$ cat src/rtl/tohost_pkg.sv
// Shared types and constants for the tohost exit/console monitor.
// Used by tohost_monitor and the SoC wrapper's tohost address decode.
package tohost_pkg;

    localparam int unsigned TOHOST_DATA_W = 32;
    localparam int unsigned EXIT_CODE_W   = 31;
    localparam int unsigned CHAR_W        = 8;

    localparam logic [31:0] TOHOST_ADDR     = 32'h8000_1000;
    localparam logic [7:0]  TOHOST_CHAR_TAG = 8'h01;

    typedef enum logic [1:0] {
        ST_RUN     = 2'd0,
        ST_PASS    = 2'd1,
        ST_FAIL    = 2'd2,
        ST_TIMEOUT = 2'd3
    } tohost_state_e;

    typedef enum logic [1:0] {
        EV_NONE = 2'd0,
        EV_EXIT = 2'd1,
        EV_CHAR = 2'd2
    } tohost_kind_e;

    typedef struct packed {
        tohost_kind_e           kind;
        logic [EXIT_CODE_W-1:0] code;
        logic [CHAR_W-1:0]      ch;
    } tohost_ev_t;

    // Exit (bit 0 set) takes priority over the console tag.
    function automatic tohost_ev_t tohost_decode(input logic [TOHOST_DATA_W-1:0] data);
        tohost_ev_t ev;
        ev.code = data[31:1];
        ev.ch   = data[7:0];
        if (data[0]) begin
            ev.kind = EV_EXIT;
        end else if (data[31:24] == TOHOST_CHAR_TAG) begin
            ev.kind = EV_CHAR;
        end else begin
            ev.kind = EV_NONE;
        end
        return ev;
    endfunction

endpackage

$ cat src/rtl/tohost_char_fifo.sv
// Show-ahead synchronous FIFO with a registered head entry (o_valid/o_data).
// DEPTH must be a power of two and at least 2.
module tohost_char_fifo #(
    parameter int unsigned DEPTH = 16,
    parameter int unsigned WIDTH = 8
) (
    input  logic             i_clk,
    input  logic             i_rst_n,
    input  logic             i_push,
    input  logic [WIDTH-1:0] i_wdata,
    input  logic             i_ready,
    output logic             o_valid,
    output logic [WIDTH-1:0] o_data,
    output logic             o_full_c
);

    localparam int unsigned PTR_W = $clog2(DEPTH);
    localparam int unsigned CNT_W = $clog2(DEPTH) + 1;

    logic [WIDTH-1:0] r_mem [DEPTH];
    logic [PTR_W-1:0] r_wr_ptr;
    logic [PTR_W-1:0] r_rd_ptr;
    logic [PTR_W-1:0] w_rd_ptr_nxt;
    logic [CNT_W-1:0] r_count;
    logic [CNT_W-1:0] w_count_nxt;
    logic             r_valid;
    logic [WIDTH-1:0] r_data;
    logic [WIDTH-1:0] w_data_nxt;
    logic             w_full;
    logic             w_pop;
    logic             w_push_ok;

    assign w_full    = (r_count == CNT_W'(DEPTH));
    assign w_pop     = r_valid & i_ready;
    assign w_push_ok = i_push & (~w_full | w_pop);

    // Next head: bypass the write data when it lands in the slot becoming the head.
    always_comb begin
        w_rd_ptr_nxt = r_rd_ptr;
        w_count_nxt  = r_count;
        if (w_pop) begin
            w_rd_ptr_nxt = r_rd_ptr + PTR_W'(1);
        end
        case ({w_push_ok, w_pop})
            2'b10:   w_count_nxt = r_count + CNT_W'(1);
            2'b01:   w_count_nxt = r_count - CNT_W'(1);
            default: w_count_nxt = r_count;
        endcase
        w_data_nxt = r_mem[w_rd_ptr_nxt];
        if (w_push_ok && (r_wr_ptr == w_rd_ptr_nxt)) begin
            w_data_nxt = i_wdata;
        end
    end

    always_ff @(posedge i_clk) begin
        if (w_push_ok) begin
            r_mem[r_wr_ptr] <= i_wdata;
        end
    end

    always_ff @(posedge i_clk or negedge i_rst_n) begin
        if (!i_rst_n) begin
            r_wr_ptr <= '0;
            r_rd_ptr <= '0;
            r_count  <= '0;
            r_valid  <= 1'b0;
            r_data   <= '0;
        end else begin
            if (w_push_ok) begin
                r_wr_ptr <= r_wr_ptr + PTR_W'(1);
            end
            r_rd_ptr <= w_rd_ptr_nxt;
            r_count  <= w_count_nxt;
            r_valid  <= (w_count_nxt != '0);
            r_data   <= w_data_nxt;
        end
    end

    assign o_valid  = r_valid;
    assign o_data   = r_data;
    assign o_full_c = w_full;

endmodule

$ cat src/rtl/tohost_monitor.sv
// Decodes tohost writes into test exit / console characters, with a watchdog.
// Define TOHOST_TRACE_EN for simulation-only event tracing.
module tohost_monitor
    import tohost_pkg::*;
#(
    parameter int unsigned MAX_CYCLES = 32'd1_000_000,
    parameter int unsigned FIFO_DEPTH = 16,
    parameter int unsigned CNT_W      = 32
) (
    input  logic                     clk_i,
    input  logic                     rst_n_i,
    input  logic                     tohost_int_i,
    input  logic [TOHOST_DATA_W-1:0] tohost_data_i,
    output logic                     char_valid_o,
    output logic [CHAR_W-1:0]        char_data_o,
    input  logic                     char_ready_i,
    output logic                     done_o,
    output logic                     pass_o,
    output logic                     fail_o,
    output logic [EXIT_CODE_W-1:0]   exit_code_o,
    output logic                     timeout_o,
    output logic                     overflow_o,
    output logic [CNT_W-1:0]         cycle_cnt_o
);

    localparam bit               WDOG_EN   = (MAX_CYCLES != 0);
    localparam logic [CNT_W-1:0] WDOG_LAST = CNT_W'(MAX_CYCLES - 1);

    logic                     r_prev_int;
    logic [TOHOST_DATA_W-1:0] r_prev_data;
    logic                     w_event;
    tohost_ev_t               w_ev;
    logic                     w_exit;
    logic                     w_char;
    logic                     w_wdog_hit;
    logic                     w_fifo_full;
    logic                     w_pop;
    logic                     w_drop;

    tohost_state_e            r_state;
    tohost_state_e            w_state_nxt;

    logic                     r_done, r_pass, r_fail, r_timeout, r_overflow;
    logic                     w_done_nxt, w_pass_nxt, w_fail_nxt, w_timeout_nxt, w_overflow_nxt;
    logic [EXIT_CODE_W-1:0]   r_exit_code;
    logic [EXIT_CODE_W-1:0]   w_code_nxt;
    logic [CNT_W-1:0]         r_cnt;
    logic [CNT_W-1:0]         w_cnt_nxt;

    // A held strobe counts once unless the data changes underneath it.
    always_ff @(posedge clk_i or negedge rst_n_i) begin
        if (!rst_n_i) begin
            r_prev_int  <= 1'b0;
            r_prev_data <= '0;
        end else begin
            r_prev_int  <= tohost_int_i;
            r_prev_data <= tohost_data_i;
        end
    end

    assign w_event    = tohost_int_i & (~r_prev_int | (tohost_data_i != r_prev_data));
    assign w_ev       = tohost_decode(tohost_data_i);
    assign w_exit     = w_event && (w_ev.kind == EV_EXIT);
    assign w_char     = w_event && (w_ev.kind == EV_CHAR);
    assign w_wdog_hit = WDOG_EN && (r_cnt == WDOG_LAST);
    assign w_pop      = char_valid_o & char_ready_i;
    assign w_drop     = w_char & w_fifo_full & ~w_pop;

    always_ff @(posedge clk_i or negedge rst_n_i) begin
        if (!rst_n_i) begin
            r_state <= ST_RUN;
        end else begin
            r_state <= w_state_nxt;
        end
    end

    // Exit beats a watchdog expiry in the same cycle; terminal states hold.
    always_comb begin
        w_state_nxt = r_state;
        if (r_state == ST_RUN) begin
            if (w_exit) begin
                w_state_nxt = (w_ev.code == '0) ? ST_PASS : ST_FAIL;
            end else if (w_wdog_hit) begin
                w_state_nxt = ST_TIMEOUT;
            end
        end
    end

    always_comb begin
        w_done_nxt     = (w_state_nxt != ST_RUN);
        w_pass_nxt     = (w_state_nxt == ST_PASS);
        w_fail_nxt     = (w_state_nxt == ST_FAIL) || (w_state_nxt == ST_TIMEOUT);
        w_timeout_nxt  = (w_state_nxt == ST_TIMEOUT);
        w_overflow_nxt = r_overflow | w_drop;
        w_code_nxt     = r_exit_code;
        w_cnt_nxt      = r_cnt;
        if ((r_state == ST_RUN) && w_exit) begin
            w_code_nxt = w_ev.code;
        end
        if ((w_state_nxt == ST_RUN) && (r_cnt != '1)) begin
            w_cnt_nxt = r_cnt + CNT_W'(1);
        end
    end

    always_ff @(posedge clk_i or negedge rst_n_i) begin
        if (!rst_n_i) begin
            r_done      <= 1'b0;
            r_pass      <= 1'b0;
            r_fail      <= 1'b0;
            r_timeout   <= 1'b0;
            r_overflow  <= 1'b0;
            r_exit_code <= '0;
            r_cnt       <= '0;
        end else begin
            r_done      <= w_done_nxt;
            r_pass      <= w_pass_nxt;
            r_fail      <= w_fail_nxt;
            r_timeout   <= w_timeout_nxt;
            r_overflow  <= w_overflow_nxt;
            r_exit_code <= w_code_nxt;
            r_cnt       <= w_cnt_nxt;
        end
    end

    tohost_char_fifo #(
        .DEPTH (FIFO_DEPTH),
        .WIDTH (CHAR_W)
    ) u_char_fifo (
        .i_clk    (clk_i),
        .i_rst_n  (rst_n_i),
        .i_push   (w_char),
        .i_wdata  (w_ev.ch),
        .i_ready  (char_ready_i),
        .o_valid  (char_valid_o),
        .o_data   (char_data_o),
        .o_full_c (w_fifo_full)
    );

    assign done_o      = r_done;
    assign pass_o      = r_pass;
    assign fail_o      = r_fail;
    assign timeout_o   = r_timeout;
    assign overflow_o  = r_overflow;
    assign exit_code_o = r_exit_code;
    assign cycle_cnt_o = r_cnt;

`ifdef TOHOST_TRACE_EN
    always_ff @(posedge clk_i) begin
        if (rst_n_i) begin
            if (w_exit) begin
                $display("[tohost] cycle %0d EXIT code %0d", r_cnt, w_ev.code);
            end
            if (w_char) begin
                $display("[tohost] cycle %0d CHAR 0x%02h", r_cnt, w_ev.ch);
            end
            if (w_drop) begin
                $display("[tohost] cycle %0d DROP 0x%02h", r_cnt, w_ev.ch);
            end
            if ((r_state == ST_RUN) && (w_state_nxt != ST_RUN)) begin
                $display("[tohost] cycle %0d enter %s", r_cnt, w_state_nxt.name());
            end
            if (w_pop) begin
                $write("%c", char_data_o);
            end
        end
    end
`endif

endmodule

$ cat config.mk
export PLATFORM = sky130hd
export DESIGN_NAME = tohost_monitor
export DESIGN_NICKNAME = d
export VERILOG_FILES = /design/src/rtl/tohost_pkg.sv /design/src/rtl/tohost_char_fifo.sv /design/src/rtl/tohost_monitor.sv
export SDC_FILE = /design/constraint.sdc
export NUM_CORES = 1
export LEC_CHECK = 0
export ABC_CLOCK_PERIOD_IN_PS = 3900
export CAP_MARGIN = 0
export CORE_ASPECT_RATIO = 1.1
export CORE_MARGIN = 4
export CORE_UTILIZATION = 50
export CTS_CLUSTER_DIAMETER = 80
export DETAILED_ROUTE_END_ITERATION = 10
export DONT_BUFFER_PORTS = 1
export SYNTH_ARGS = -nofsm -noshare
export SYNTH_HDL_FRONTEND = slang
export SYNTH_SLANG_ARGS = --single-unit
$ cat constraint.sdc
create_clock -name clk_i -period 3.9 [get_ports clk_i]
set_input_delay 0.78 -clock clk_i [delete_from_list [all_inputs] [get_ports clk_i]]
set_output_delay 0.78 -clock clk_i [all_outputs]
set_load 0.02 [all_outputs]
==> results.cfg, run 1 <==
[sta]
min_period_ns = 3.319
finalMaxSlewViolations = 0
maxSlewHeadroom_pct = 37.78
rsz0062_at_grt = false
finalHoldViolCount = 0
finalSetupViolCount = 0
fmax_ghz = 0.3013
skew_ns = 0.009781
fin_tns_setup_ns = 0
worst_pin_slew_ns = 0.9261
post-route-period-util_pct = 85.10

[synthesis]
ys_seq_elements = 253
syn_avg_cell_area_sq_um = 13.70
async_flop_share_pct = 49.41
syn_nets = 830
syn-cell-area_sq_um = 10750
synth_xor_area_share_pct = 6.354
synth_top_area_share_pct = 35.75
synth.top_cells.by_area = edfxtp_1 (36%), dfrtp_1 (29%), mux2_2 (3.9%)
synth_edf_count = 128
ys_seq_area_share_pct = 64.84
synth_mux_area_share_pct = 5.586
synth_compound_area_share_pct = 6.401
synth_top_family_by_area = simple AND/OR/NAND/NOR gates
synth_adder_area_share_pct = 1.047
yosysTopAreaCell = edfxtp_1
ys_warn_count = 0
synth-simple-area-share_pct = 13.63
synth_top_flop_cell = edfxtp_1
netlist_instances = 785
yosysUniqueCellTypes = 61

[floorplan]
io_pins = 113
die-width_um = 147.8
die_area_sq_um = 23920
start_util_pct = 50.64
rows = 56
core_region_area_sq_um = 21230
die_h_um = 161.8

[setup_path]
timing.rr.end = u_char_fifo.o_valid$_DFF_PN0_
r2r-start = u_char_fifo.o_valid$_DFF_PN0_
critPathArrivalTime_ns = 3.73
path_cells = nor4_1, nand2_1, or3_4, a311oi_4, inv_1, ha_1, xor2_1, ha_1, a21oi_1, xnor2_1, nor2_1, xor2_1, or3_1, or3_1
crit_type = input port to flop
cp-start-kind = input port
crit_fanout = 4
crit_slowest_cell = or3_4
crit_required_ns = 4.31
ff2ff_setup_slack_ns = 0.60
crit_path_end_kind = flop
rr_worst_depth = 13
worst_path_largest_cell_delay_ns = 0.42

[final_layout]
final_cell_mix = edfxtp_1 (128), dfrtp_1 (125), nand2_1 (79)
final_core_util_pct = 56.61
layout-drive-gt1-share_pct = 16.18
fin_nets = 853
mostFrequentLayoutCell = edfxtp_1
syn2layout_area_growth_pct = 11.78
diodes = 0

[placed_design]
io_buffers = 0
dp_hpwl_mm = 15.52
gp_congestion = 0.7682

[cts]
cts.sinks = 253
cts.reportedPaths.clkPinSlew_ns = 0.06
cts_buffers = 26
ctsLongestPathBuffers = 3
clkLatencyLatePin_ns = 0.52
cts_resized = 0
root_buffer = clkbuf_16
cts_tree = yes
htree_levels = 1

[drt]
viasPerCell = 5.794
routed-via-count = 6478
drt_pass1_iterations = 7
drt_iter0_markers = 396
ant_nets = 0
drc = 0
drt-wirelength-per-cell_um = 21.74
routed_wl_mm = 24.31

[hold_path]
min_path_type = input port to async pin

[grt]
grt.total_usage_pct = 20.42
grt_antenna_before_repair = 0
grt_max_degree = 126
grt_pass1_wl_mm = 38.78
grt_overflow = 0
grt_pass1_vias = 6764

[run_status]
status = complete, no violations

[power_and_ir_drop]
p_per_area_nw_per_um2 = 631.9
p_leak_nw = 4.558
ir_drop_uv = 490.0

[run]
maxCapViolations = 0
-- metrics by stage --
| step | hold WS (ns) | cells | total power, mW | area [sq um] | setup slack [ns] |
|---|---|---|---|---|---|
| 6_report | 0.2015 | 1118 | 7.594 | 12020 | 0.5810 |
| 5_1_grt | 0.2247 | 1118 | 7.975 | 12020 | 0.3779 |
| 4_1_cts | 0.2292 | 1118 | 7.666 | 12020 | 0.5798 |
| 3_5_place_dp | 0.4873 | 1069 | 5.250 | 11170 | 0.04315 |
| 3_3_place_gp | 0.4679 | 1069 | 5.184 | 11170 | 0.1104 |
| 2_1_floorplan | 0.4462 | 785 | 4.758 | 10760 | 0.04893 |
-- Yosys cell counts, types with 3 or more instances --
master      n
edfxtp_1  128
dfrtp_1   125
nand2_1    79
xnor2_1    44
mux2_2     37
xor2_1     34
and3_1     33
a311oi_1   28
a211oi_1   25
nor2_1     25
nand3_1    23
nand4_1    20
nor3_1     19
nor4_1     19
buf_2      14
ha_1        9
o21ai_0     9
inv_1       8
mux2i_1     8
and3_2      7
or4_1       7
buf_6       5
clkbuf_2    5
nand3b_1    5
or3_1       5
and4_1      4
clkbuf_1    4
a211oi_2    3
a21oi_1     3
buf_4       3
mux2_4      3
nor4b_1     3
-- area by class of cell --
type	instances	area, sq um
Clock buffer	35	725.7
Tap cell	290	362.8
Fill cell	1745	9213
Clock inverter	13	98.84
Multi-Input combinational cell	490	3570
Inverter	9	33.78
Sequential cell	253	6972
Timing Repair Buffer	28	255.2
-- where the power goes --
group | leakage, nW | switching [mW] | internal [mW]
clock | 0.407 | 0.999 | 1.37
sequential | 2.69 | 0.330 | 3.01
combinational | 1.46 | 1.08 | 0.790
-- worst max-delay path: cells and delay by family --
| kind | cells | cell delay [ns] |
|---|---|---|
| and+or+nand+nor | 6 | 1.54 |
| AOI/OAI and AO/OA | 2 | 0.41 |
| adders and majority gates | 2 | 0.45 |
| xor gates and xnor gates | 3 | 0.44 |
| buffers and inverters | 1 | 0.09 |
-- flip-flops by register name, summed over array words and instances, names as in the netlist --
register and cells:
u_char_fifo.r_mem 128, timeout_o 1, r_prev_data 32, u_char_fifo.o_valid 1
r_prev_int 1, u_char_fifo.r_rd_ptr 4, exit_code_o 31, r_state 2
pass_o 1, u_char_fifo.r_wr_ptr 4, overflow_o 1, u_char_fifo.o_data 8
done_o 1, u_char_fifo.r_count 5, cycle_cnt_o 32, fail_o 1
-- layer usage --
layer	vias to the layer above	wire, um	GRT usage, %
met5	-	0	0
met2	193	11870	34.01
met4	0	617	5.838
met1	3251	10120	27.08
met3	43	1696	4.827
li1	2991	-	-
-- worst max path at each step --
stage | start | to | slack [ns] | depth (start not counted)
6_report | tohost_data_i[28] | u_char_fifo.o_valid$_DFF_PN0_ | 0.58 | 14
3_5_place_dp | tohost_data_i[28] | u_char_fifo.o_valid$_DFF_PN0_ | 0.04 | 14
4_1_cts | u_char_fifo.o_valid$_DFF_PN0_ | u_char_fifo.o_valid$_DFF_PN0_ | 0.58 | 13
2_1_floorplan | tohost_data_i[28] | u_char_fifo.o_valid$_DFF_PN0_ | 0.05 | 14
3_3_place_gp | tohost_data_i[28] | u_char_fifo.o_valid$_DFF_PN0_ | 0.11 | 14
5_1_grt | tohost_data_i[28] | u_char_fifo.o_valid$_DFF_PN0_ | 0.38 | 14
-- cell families (layout without fill, tap and decap cells) --
logic type | count (synthesis) | after routing
buf+inv | 42 | 85
mux | 51 | 51
fa+ha+maj | 9 | 9
flops | 253 | 253
simple gates | 269 | 269
compound gates | 83 | 83
xor+xnor | 78 | 78
-- what timing repair did --
action | 4_1_cts | 5_1_grt
buffers inserted | 0 | 0
setup endpoints to repair | 0 | 0
hold endpoints to repair | 125 | 0
hold buffers | 1 | 0
(Power assumes the default switching activity.)
==> run 2: changes to the inputs <==
ABC_CLOCK_PERIOD_IN_PS = 2950   (was 3900)
CTS_BUF_LIST = sky130_fd_sc_hd__clkbuf_8   (was not set)
PLACE_DENSITY = 0.68   (was not set)
clock period = 2.95 ns   (was 3.9 ns; I/O delays follow)
==> results.cfg, run 2 (same netlist as run 1, synthesis figures left out) <==
[run_status]
status = finished, violations left
violations = hold timing, setup timing

[drt]
drt_iter0_markers = 541
drt_pass1_iterations = 6
routed_wl_mm = 24.04
viasPerCell = 5.740
drc = 0
drt-wirelength-per-cell_um = 20.46
routed-via-count = 6744
ant_nets = 0

[sta]
maxSlewHeadroom_pct = 37.42
min_period_ns = 3.106
worst_pin_slew_ns = 0.9316
layout_setup_ws_ns = -0.1562
fmax_ghz = 0.3219
whs_ns = -0.2418
rsz0062_at_grt = true
skew_ns = 0.04542
finalSetupViolCount = 1
post-route-period-util_pct = 105.3
finalHoldViolCount = 125
finalMaxSlewViolations = 0

[floorplan]
rows = 56
core_region_area_sq_um = 21230
die_area_sq_um = 23920
start_util_pct = 50.64
die-width_um = 147.8
die_h_um = 161.8
io_pins = 113

[setup_path]
crit_type = flop to flop
cp_common_cell = or3_1
ff2ff_setup_slack_ns = -0.16
critPathArrivalTime_ns = 3.48
crit_path_end_kind = flop
rr_worst_depth = 11
crit_required_ns = 3.33
crit_slowest_cell = nor4_4
crit_fanout = 2
cp-start-kind = flop
path_cells = xnor2_1, nand4_1, nor4_4, a311oi_4, inv_2, ha_4, xor2_1, ha_2, mux2_4, or3_1, or3_1
worst_path_largest_cell_delay_ns = 0.40

[cts]
htree_levels = 2
root_buffer = clkbuf_8
ctsLongestPathBuffers = 3
cts_tree = yes
clkLatencyLatePin_ns = 0.54
cts.reportedPaths.clkPinSlew_ns = 0.06
cts_buffers = 42
cts.sinks = 253

[final_layout]
regArea_sq_um = 6972
mostFrequentLayoutCell = edfxtp_1
layout-drive-gt1-share_pct = 22.26
multi_input_area_sq_um = 3626
final_area_sq_um = 12330
instances_no_fill = 1175
syn2layout_area_growth_pct = 14.66
final_cell_mix = edfxtp_1 (128), dfrtp_1 (125), nand2_1 (79)
nFillCells = 1667
largest_register_ff_count = 128
diodes = 0
fin_nets = 899
regMostFlops = u_char_fifo.r_mem

[grt]
grt_antenna_before_repair = 1
grt.total_usage_pct = 20.25
grt_pass1_wl_mm = 38.58
grt_overflow = 0
grt_pass1_vias = 7086
grt_max_degree = 126

[hold_path]
min_path_type = input port to async pin

[placed_design]
gp_congestion = 0.8235
io_buffers = 0
place_area_sq_um = 11470
place_inst = 1098
dp_hpwl_mm = 15.61

[run]
maxCapViolations = 0

[power_and_ir_drop]
p_per_area_nw_per_um2 = 825.7
ir_drop_uv = 553.2
p_leak_nw = 4.802
run 2: cell types whose count changed in the layout (fill, tap and decap cells not counted), moves of 4 or more:
cell	previous run	this run
clkbuf_1	6	0
clkbuf_16	27	0
buf_4	25	52
clkbuf_8	2	51
clkinv_1	5	0
buf_12	2	6
inv_1	8	21
run 2: critical path: cells and delay by family (launching register included):
kind | cells | cell delay (ns)
AO/OA/AOI/OAI | 1 | 0.14
XOR/XNOR | 2 | 0.32
adder cells (fa/ha/maj) | 2 | 0.41
buffers and inverters | 1 | 0.09
flip-flops | 1 | 0.37
multiplexers | 1 | 0.28
AND/OR/NAND/NOR | 4 | 1.33
run 2: layout make-up:
type	instances	area share (%)
Multi-Input combinational cell	490	29.41
Clock inverter	24	0.9845
Inverter	9	0.2740
Tap cell	290	2.943
Sequential cell	253	56.55
Timing Repair Buffer	58	4.141
Clock buffer	51	5.694
run 2: stage by stage:
stage	hold slack (ns)	setup slack [ns]	TNS, ns	util, %	power [mW]
floorplan	0.2944	-0.5431	-0.6326	-	6.304
finish	-0.2418	-0.1562	-0.1562	58.07	10.18
global route	-0.2784	-0.2756	-0.2756	58.07	10.69
detailed placement	0.3039	-0.5330	-0.8643	54.01	7.262
CTS	-0.2837	-0.1654	-0.1654	58.02	10.25
global placement	0.3040	-0.4366	-0.5128	54.01	7.155
run 2: path summary, 6_finish.rpt:
path / startpoint / to
setup / recovery: r_prev_data[11]$_DFF_PN0_ / u_char_fifo.o_valid$_DFF_PN0_
hold / removal: rst_n_i / u_char_fifo.o_data[5]$_DFF_PN0_
setup reg to reg: r_prev_data[11]$_DFF_PN0_ / u_char_fifo.o_valid$_DFF_PN0_
hold reg to reg: r_state[1]$_DFF_PN0_ / pass_o$_DFF_PN0_
max in group asynchronous: rst_n_i / exit_code_o[5]$_DFFE_PN0P_
min in group clk_i: tohost_data_i[17] / r_prev_data[17]$_DFF_PN0_
run 2: metal layers:
| layer | track usage (%) | vias up | wire length, um |
|---|---|---|---|
| met1 | 25.84 | 3352 | 9782 |
| met3 | 5.134 | 45 | 1759 |
| met2 | 34.61 | 247 | 12000 |
| met4 | 5.754 | 2 | 474 |
| li1 | - | 3098 | - |
| met5 | 0 | - | 17 |
run 2: report_power, final:
part,switching (mW),internal [mW],leakage [nW]
clock,1.37,1.58,0.484
sequential,0.392,3.99,2.69
combinational,1.56,1.29,1.63
run 2: timing repair:
item / 4_1_cts / 5_1_grt
gates resized for setup: 4 / 2
hold endpoints to repair: 125 / 125
setup endpoints to repair: 1 / 3
pin swaps: 6 / 2
buffers inserted: 2 / 0
